==> src/rtl/i2c_req_arbiter.sv <==
// ----------------------------------------------------------------------------
// i2c_req_arbiter
//
// Shares one I2C master byte transmitter between NUM_REQ requesters. An idle
// arbiter picks the next valid requester in round-robin order, latches its
// byte onto m_data, pulses req_ready to that requester and m_start to the
// master, then holds the byte stable until the master reports m_done. A
// watchdog aborts the transfer if m_done never arrives.
//
// Ports
//   clk          in   1                       system clock, rising edge
//   reset        in   1                       asynchronous, active-low reset
//   req_valid    in   NUM_REQ                 requester i has a byte pending
//   req_data     in   NUM_REQ*MESSAGE_LENGTH  byte of requester i at slice i
//   req_ready    out  NUM_REQ                 one-hot accept pulse (1 cycle)
//   m_data       out  MESSAGE_LENGTH          byte to master data input
//   m_start      out  1                       master start pulse (1 cycle)
//   m_done       in   1                       master finished current byte
//   grant_id     out  $clog2(NUM_REQ)         current/last granted requester
//   busy         out  1                       high whenever not idle
//   timeout_err  out  1                       watchdog abort pulse (1 cycle)
// ----------------------------------------------------------------------------
module i2c_req_arbiter #(
   parameter int NUM_REQ        = 4,
   parameter int MESSAGE_LENGTH = 8,
   parameter int TIMEOUT_CYCLES = 64
) (
   input  logic                              clk,
   input  logic                              reset,
   input  logic [NUM_REQ-1:0]                req_valid,
   input  logic [NUM_REQ*MESSAGE_LENGTH-1:0] req_data,
   output logic [NUM_REQ-1:0]                req_ready,
   output logic [MESSAGE_LENGTH-1:0]         m_data,
   output logic                              m_start,
   input  logic                              m_done,
   output logic [$clog2(NUM_REQ)-1:0]        grant_id,
   output logic                              busy,
   output logic                              timeout_err
);

   localparam int IDW = $clog2(NUM_REQ);
   localparam int CW  = $clog2(TIMEOUT_CYCLES + 1);
   localparam logic [CW-1:0] TERM_CNT = CW'(TIMEOUT_CYCLES - 1);

   typedef enum logic [1:0] {
      ST_IDLE,
      ST_LAUNCH,
      ST_WAIT
   } state_e;

   state_e                    state_q, state_d;
   logic [IDW-1:0]            last_q, last_d;
   logic [CW-1:0]             cnt_q, cnt_d;
   logic [MESSAGE_LENGTH-1:0] m_data_q, m_data_d;
   logic [IDW-1:0]            grant_id_q, grant_id_d;
   logic [NUM_REQ-1:0]        req_ready_q, req_ready_d;
   logic                      m_start_q, m_start_d;
   logic                      busy_q, busy_d;
   logic                      timeout_err_q, timeout_err_d;

   logic                      any_valid;
   logic [IDW-1:0]            win_id;
   logic [MESSAGE_LENGTH-1:0] win_data;

   // Round-robin pick: scan last+NUM_REQ down to last+1 so that the closest
   // valid requester after 'last' overwrites any farther one.
   function automatic logic [IDW-1:0] rr_pick(input logic [NUM_REQ-1:0] v,
                                              input logic [IDW-1:0]     last);
      logic [IDW-1:0] w;
      logic [IDW-1:0] idx;
      w = last;
      for (int k = NUM_REQ; k >= 1; k--) begin
         idx = IDW'((int'(last) + k) % NUM_REQ);
         if (v[idx]) w = idx;
      end
      return w;
   endfunction

   always_comb begin
      any_valid = |req_valid;
      win_id    = rr_pick(req_valid, last_q);
      win_data  = '0;
      for (int i = 0; i < NUM_REQ; i++) begin
         if (IDW'(i) == win_id) win_data = req_data[i*MESSAGE_LENGTH +: MESSAGE_LENGTH];
      end
   end

   // Next-state and registered-output logic.
   always_comb begin
      // NOTE: every signal gets its default before the case statement, so no
      // path through this block leaves a value unassigned (no latches).
      state_d       = state_q;
      last_d        = last_q;
      cnt_d         = cnt_q;
      m_data_d      = m_data_q;
      grant_id_d    = grant_id_q;
      req_ready_d   = '0;
      m_start_d     = 1'b0;
      timeout_err_d = 1'b0;

      case (state_q)
         ST_IDLE: begin
            if (any_valid) begin
               m_data_d    = win_data;
               grant_id_d  = win_id;
               req_ready_d = {{(NUM_REQ-1){1'b0}}, 1'b1} << win_id;
               m_start_d   = 1'b1;
               last_d      = win_id;
               state_d     = ST_LAUNCH;
            end
         end
         ST_LAUNCH: begin
            cnt_d   = '0;
            state_d = ST_WAIT;
         end
         ST_WAIT: begin
            // Done takes priority over a coincident terminal count.
            if (m_done) begin
               state_d = ST_IDLE;
            end else if (cnt_q == TERM_CNT) begin
               timeout_err_d = 1'b1;
               state_d       = ST_IDLE;
            end else begin
               cnt_d = cnt_q + CW'(1);
            end
         end
         default: state_d = ST_IDLE;
      endcase

      busy_d = (state_d != ST_IDLE);
   end

   // NOTE: sequential state uses non-blocking assignments only, so every flop
   // samples the pre-edge values computed above.
   always_ff @(posedge clk or negedge reset) begin
      if (!reset) begin
         state_q       <= ST_IDLE;
         last_q        <= IDW'(NUM_REQ - 1);
         cnt_q         <= '0;
         m_data_q      <= '0;
         grant_id_q    <= '0;
         req_ready_q   <= '0;
         m_start_q     <= 1'b0;
         busy_q        <= 1'b0;
         timeout_err_q <= 1'b0;
      end else begin
         state_q       <= state_d;
         last_q        <= last_d;
         cnt_q         <= cnt_d;
         m_data_q      <= m_data_d;
         grant_id_q    <= grant_id_d;
         req_ready_q   <= req_ready_d;
         m_start_q     <= m_start_d;
         busy_q        <= busy_d;
         timeout_err_q <= timeout_err_d;
      end
   end

   assign req_ready   = req_ready_q;
   assign m_data      = m_data_q;
   assign m_start     = m_start_q;
   assign grant_id    = grant_id_q;
   assign busy        = busy_q;
   assign timeout_err = timeout_err_q;

endmodule

==> config.mk <==
export PLATFORM = sky130hd
export DESIGN_NAME = i2c_req_arbiter
export DESIGN_NICKNAME = d
export VERILOG_FILES = /design/src/rtl/i2c_req_arbiter.sv
export SDC_FILE = /design/constraint.sdc
export NUM_CORES = 1
export LEC_CHECK = 0
export CORE_MARGIN = 2
export CORE_UTILIZATION = 40
export CTS_CLUSTER_SIZE = 12
export DETAILED_ROUTE_END_ITERATION = 12
export PLACE_DENSITY = 0.74
export REMOVE_ABC_BUFFERS = 1
export SLEW_MARGIN = 0
export SYNTH_ARGS = -nofsm -noshare
export SYNTH_HDL_FRONTEND = slang
export SYNTH_SLANG_ARGS = --single-unit
==> constraint.sdc <==
create_clock -name clk -period 5.2 [get_ports clk]
set_clock_uncertainty 0.2 [all_clocks]
set_input_delay 0.52 -clock clk [delete_from_list [all_inputs] [get_ports clk]]
set_output_delay 0.52 -clock clk [all_outputs]
set_load 0.02 [all_outputs]
==> results.sh, run 1 <==
export IMPL_ys_seq_area_share_pct=47.3
export IMPL_hold_class="reg2reg"
export IMPL_max_freq_mhz=376
export IMPL_cp_end_kind="flip-flop"
export IMPL_drc=0
export IMPL_gp_congestion=0.792
export IMPL_path_cells="clkdlybuf4s50_1 > and3b_1 > o31a_1 > mux2_4 > o22ai_1 > a31oi_1"
export IMPL_routed_via_density=5.26
export IMPL_syn_area_um2=1490
export IMPL_cts_root_buf="clkbuf_8"
export IMPL_seqCellArea_um2=703
export IMPL_critPathRequiredTime_ns=5.15
export IMPL_synth_cell_types=39
export IMPL_fill_cells=310
export IMPL_num_vias=1251
export IMPL_cts_resized=0
export IMPL_finalSetupViolations=0
export IMPL_ys_ff_latch=28
export IMPL_cts_clk_slew_worst_paths_ns=0.10
export IMPL_globalRouteOverflowTotal=0
export IMPL_grt_max_degree=29
export IMPL_grt_usage_pct=17.6
export IMPL_grt_first_pass_wirelength_mm=5.82
export IMPL_synth_edf_count=0
export IMPL_finalWorstSetupSlack_ns=2.54
export IMPL_die_width_um=65.0
export IMPL_r2r_slack_ns=2.68
export IMPL_post_cts_buffers=0
export IMPL_dpl_hpwl_mm=2.53
export IMPL_numCtsBuffers=3
export IMPL_cp_max_fo=18
export IMPL_yosysWarningCount=0
export IMPL_ant_nets=0
export IMPL_grt_pass1_vias=1341
export IMPL_rsz0062_at_grt="false"
export IMPL_drt_wl_total_mm=3.30
export IMPL_tightest_slew_ns=1.04
export IMPL_synth_area_per_cell_um2=10.9
export IMPL_die_area_um2=4220
export IMPL_irDropWorstVdd_mv=0.256
export IMPL_cp_top_family="compound AO/OA/AOI/OAI gates"
export IMPL_critPathCapture="m_data[3]"
export IMPL_cts_buffer_depth=2
export IMPL_p_leak_uw=0.000910
export IMPL_slowest_delay_ns=0.84
export IMPL_critPathKind="in2reg"
export IMPL_ios=56
export IMPL_drive_gt1_share_pct=11.1
export IMPL_critPathLaunchType="primary input"
export IMPL_hold_ws_ns=0.299
export IMPL_power_uw=1130
export IMPL_stdcell_area_um2=2130
export IMPL_timing_rr_end="m_data[3]"
export IMPL_dp_slack_ns=2.23
export IMPL_finalNetCount=231
export IMPL_die_height_um=65.0
export IMPL_synth_cells=137
export IMPL_mostFrequentLayoutCells="clkdlybuf4s50_1 (55), dfrtp_1 (26), nor2_1 (14)"
export IMPL_core_area_um2=3610
export IMPL_reg2reg_from="last_q[1]"
export IMPL_portBuffers=55
export IMPL_wl_per_cell_um=13.8
export IMPL_drt_iter0_drc=63
export IMPL_period_share_pct=51.2
export IMPL_setup_tns_ns=0
export IMPL_placed_area_um2=2050
export IMPL_cp_startpoint="req_valid[3]"
export IMPL_worst_path_buf_inv=1
export IMPL_std_cell_rows=22
export IMPL_outcome="completed"
export IMPL_reg2reg_depth=5
export IMPL_drv_slew=0
export IMPL_cts_sinks=28
export IMPL_crit_slowest_cell="o31a_1"
export IMPL_syn_to_final_growth_pct=42.9
export IMPL_hold_viol_final=0
export IMPL_maxSlewHeadroom_pct=30.6
export IMPL_drv_cap=0
export IMPL_min_period_ns=2.66
export IMPL_synthFlopType="dfrtp_1"
export IMPL_cts_tree="built"
export IMPL_first_pass_iters=4
export IMPL_antenna_found_initial=0
export IMPL_multiInputGateArea_um2=714
export IMPL_clock_latency_ns=0.27
export IMPL_cp_depth=6
export IMPL_diodes=0
export IMPL_start_util_pct=41.3
export IMPL_crit_arrival_ns=2.61
export IMPL_hold_buffers=0
export IMPL_postSynth_asyncResetShare_pct=100
export IMPL_final_common_cell="clkdlybuf4s50_1"
export IMPL_powerDensity_nw_per_um2=533
export IMPL_h_tree_depth=1
-- registers in the layout, indices dropped and copies added, names as in the netlist --
register     count
busy             1
cnt_q            7
grant_id         2
last_q           2
m_data           8
m_start          1
req_ready        4
state_q          2
timeout_err      1
-- metrics by stage --
stage / util [%] / std cells
final: 59.0 / 238
after global routing: 59.0 / 238
after CTS: 59.0 / 238
after floorplan: - / 129
after global placement: 57.0 / 234
after detailed placement: 57.0 / 234
-- layer usage --
metal	vias to the layer above	wire [um]	GRT usage, %
li1	605	-	-
met1	592	1450	21.4
met2	50	1560	29.9
met3	4	249	4.69
met4	0	35	6.38
met5	-	0	0
-- area by class of cell --
cell class	count	share of cell area [%]
clock buffer	3	1.94
clock inverter	1	1.41
inverter	3	0.530
multi-input combinational	98	33.6
sequential	28	33.1
tap	48	2.83
timing repair buffer	57	26.6
-- cells in the mapped netlist, drive strengths merged (2+ instances only) --
cell type   n  area share (%)
a21oi       6             2.0
a31oi       8             3.4
and3        2            0.84
and3b       2             1.2
buf         6             3.4
clkbuf      2            0.50
dfrtp      26              44
dfstp       2             3.5
inv         3            0.76
mux2        8             8.1
mux2i      11             7.4
nand2      10             2.5
nand3       3             1.0
nor2       14             3.5
nor2b       2            0.84
nor3        2             1.0
nor4        2            0.84
o21a        2             1.0
o22ai       9             5.0
o31a        2             1.2
-- cells by family (layout without fill, tap and decap cells) --
family | count (synthesis) | after routing | share of synthesized area, %
compound gates | 34 | 34 | 16.4
simple gates | 42 | 42 | 14.1
flops | 28 | 28 | 47.3
mux | 19 | 19 | 15.5
xor+xnor | 2 | 2 | 1.18
fa+ha+maj | 1 | 1 | 0.841
buf+inv | 11 | 64 | 4.71
-- worst min path at each step --
stage | endpoint | cells past startpoint | start
3_5_place_dp | timeout_err | 1 | cnt_q[6]
6_report | timeout_err | 1 | cnt_q[6]
4_1_cts | timeout_err | 1 | cnt_q[6]
5_1_grt | timeout_err | 1 | cnt_q[6]
3_3_place_gp | grant_id[0] | 1 | grant_id[0]
2_1_floorplan | busy | 0 | reset
-- report_power, final --
part	leakage (uW)	switching [uW]	internal, uW
clock	0.0000357	68.2	103
sequential	0.000344	68.5	305
combinational	0.000531	295	293
total	0.000910	431	701
-- worst register-to-register path, stage by stage, from the launching register on --
cell,delay [ns]
dfstp_2,0.61
and3b_1,0.20
o31a_1,0.84
mux2_4,0.36
o22ai_1,0.12
a31oi_1,0.06
(Power assumes the default switching activity.)
==> run 2: changes to the inputs <==
CORE_UTILIZATION = 39   (was 40)
PLACE_DENSITY = 0.75   (was 0.74)
clock period = 2.35 ns   (was 5.2 ns; I/O delays follow)
==> results.sh, run 2 (synthesized netlist as in run 1, its figures left out) <==
export IMPL_outcome="completed"
export IMPL_p_sw_uw=959
export IMPL_crit_slowest_cell="dfstp_2"
export IMPL_rsz0062_at_grt="false"
export IMPL_maxSlewHeadroom_pct=63.1
export IMPL_drv_cap=0
export IMPL_cp_end_kind="flip-flop"
export IMPL_gp_congestion=0.864
export IMPL_diodes=0
export IMPL_placed_area_um2=2100
export IMPL_wl_per_cell_um=13.7
export IMPL_cts_tree="built"
export IMPL_portBuffers=55
export IMPL_h_tree_depth=1
export IMPL_drt_iter0_drc=101
export IMPL_crit_arrival_ns=2.02
export IMPL_cts_clk_slew_worst_paths_ns=0.09
export IMPL_drc=0
export IMPL_dpl_hpwl_mm=2.58
export IMPL_cts_buffer_depth=2
export IMPL_core_area_um2=3660
export IMPL_critPathLaunchType="flip-flop"
export IMPL_setup_tns_ns=0
export IMPL_die_height_um=65.8
export IMPL_grt_max_degree=29
export IMPL_r2r_slack_ns=0.26
export IMPL_globalRouteOverflowTotal=0
export IMPL_intPower_uw=1610
export IMPL_die_width_um=65.8
export IMPL_multiInputGateArea_um2=714
export IMPL_routed_via_density=5.19
export IMPL_cts_sinks=28
export IMPL_fill_cells=297
export IMPL_tightest_slew_ns=0.547
export IMPL_start_util_pct=40.6
export IMPL_combPwrFrac_pct=53.0
export IMPL_ant_nets=0
export IMPL_largest_reg_flops=8
export IMPL_hold_class="in2async"
export IMPL_drv_slew=0
export IMPL_first_pass_iters=4
export IMPL_antenna_found_initial=0
export IMPL_period_share_pct=88.8
export IMPL_power_uw=2570
export IMPL_ios=56
export IMPL_critPathRequiredTime_ns=2.28
export IMPL_slowest_delay_ns=0.58
export IMPL_switching_share_pct=37.3
export IMPL_irDropWorstVdd_mv=0.597
export IMPL_seqCellArea_um2=703
export IMPL_cts_root_buf="clkbuf_8"
export IMPL_clock_latency_ns=0.27
export IMPL_num_vias=1256
export IMPL_grt_usage_pct=17.0
export IMPL_grt_pass1_vias=1311
export IMPL_std_cell_rows=22
export IMPL_grt_first_pass_wirelength_mm=5.80
export IMPL_post_cts_buffers=0
export IMPL_cp_max_fo=18
export IMPL_mostFrequentLayoutCells="clkdlybuf4s50_1 (55), dfrtp_1 (26), nor2_1 (14)"
export IMPL_finalNetCount=235
export IMPL_die_area_um2=4320
export IMPL_reg2reg_from="last_q[0]"
export IMPL_p_leak_uw=0.000933
export IMPL_cts_resized=0
export IMPL_hold_buffers=0
export IMPL_path_cells="and3b_1 > o31a_1 > buf_12 > mux2_4 > o22ai_1 > a31oi_1"
export IMPL_hold_viol_final=0
export IMPL_numCtsBuffers=3
export IMPL_seq_power_share_pct=32.6
export IMPL_max_freq_mhz=479
export IMPL_p_clk_share_pct=14.5
export IMPL_syn_to_final_growth_pct=45.8
export IMPL_timing_rr_end="m_data[1]"
export IMPL_reg2reg_depth=6
export IMPL_final_common_cell="clkdlybuf4s50_1"
export IMPL_min_period_ns=2.09
export IMPL_drive_gt1_share_pct=12.9
export IMPL_critPathKind="reg2reg"
export IMPL_stdcell_area_um2=2170
export IMPL_drt_wl_total_mm=3.31
export IMPL_powerDensity_nw_per_um2=1190
export IMPL_finalSetupViolations=0
[run 2: worst max-delay path by stage]
stage          slack [ns]         to  cells after the start    startpoint
2_1_floorplan       -0.23  m_data[0]                      4    state_q[1]
3_3_place_gp         0.17  m_data[7]                      7  req_valid[3]
3_5_place_dp          0.1  m_data[1]                      7  req_valid[3]
4_1_cts              0.26  m_data[1]                      6     last_q[0]
5_1_grt               0.1   cnt_q[5]                      6      cnt_q[0]
6_report             0.26  m_data[1]                      6     last_q[0]
[run 2: stage by stage]
stage	instances	hold slack, ns	worst slack (ns)	utilization (%)
after floorplan	129	-0.261	-0.228	-
after global placement	238	0.280	0.171	57.3
after detailed placement	238	0.289	0.0982	57.3
after CTS	242	0.145	0.258	59.2
after global routing	242	0.166	0.0991	59.2
final	242	0.133	0.263	59.2
[run 2: metal layers]
metal / global-route usage, % / part of all wire (%) / wire, um
met5: 0 / 0 / 0
met4: 2.34 / 0.33 / 11
met3: 3.60 / 7.7 / 255
met2: 30.8 / 48 / 1610
met1: 20.9 / 44 / 1440
[run 2: layout make-up]
cell class / count / area share, %
Clock buffer: 3 / 1.90
Clock inverter: 1 / 1.38
Inverter: 3 / 0.519
Multi-Input combinational cell: 98 / 32.9
Sequential cell: 28 / 32.4
Tap cell: 48 / 2.77
Timing Repair Buffer: 61 / 28.0
[run 2: power groups by stage]
stage	clock network, uW	registers [uW]	logic, uW
2_1_floorplan	0	961	673
3_3_place_gp	0	836	1340
3_5_place_dp	0	842	1370
6_report	372	837	1360
5_1_grt	408	865	1480
4_1_cts	380	837	1370
[run 2: critical path, delay by kind of cell, from the launching register on]
kind            cells  cell delay (ns)
buf+inv             1             0.17
compound gates      3             0.51
mux                 1             0.29
flops               1             0.58
simple gates        1             0.20
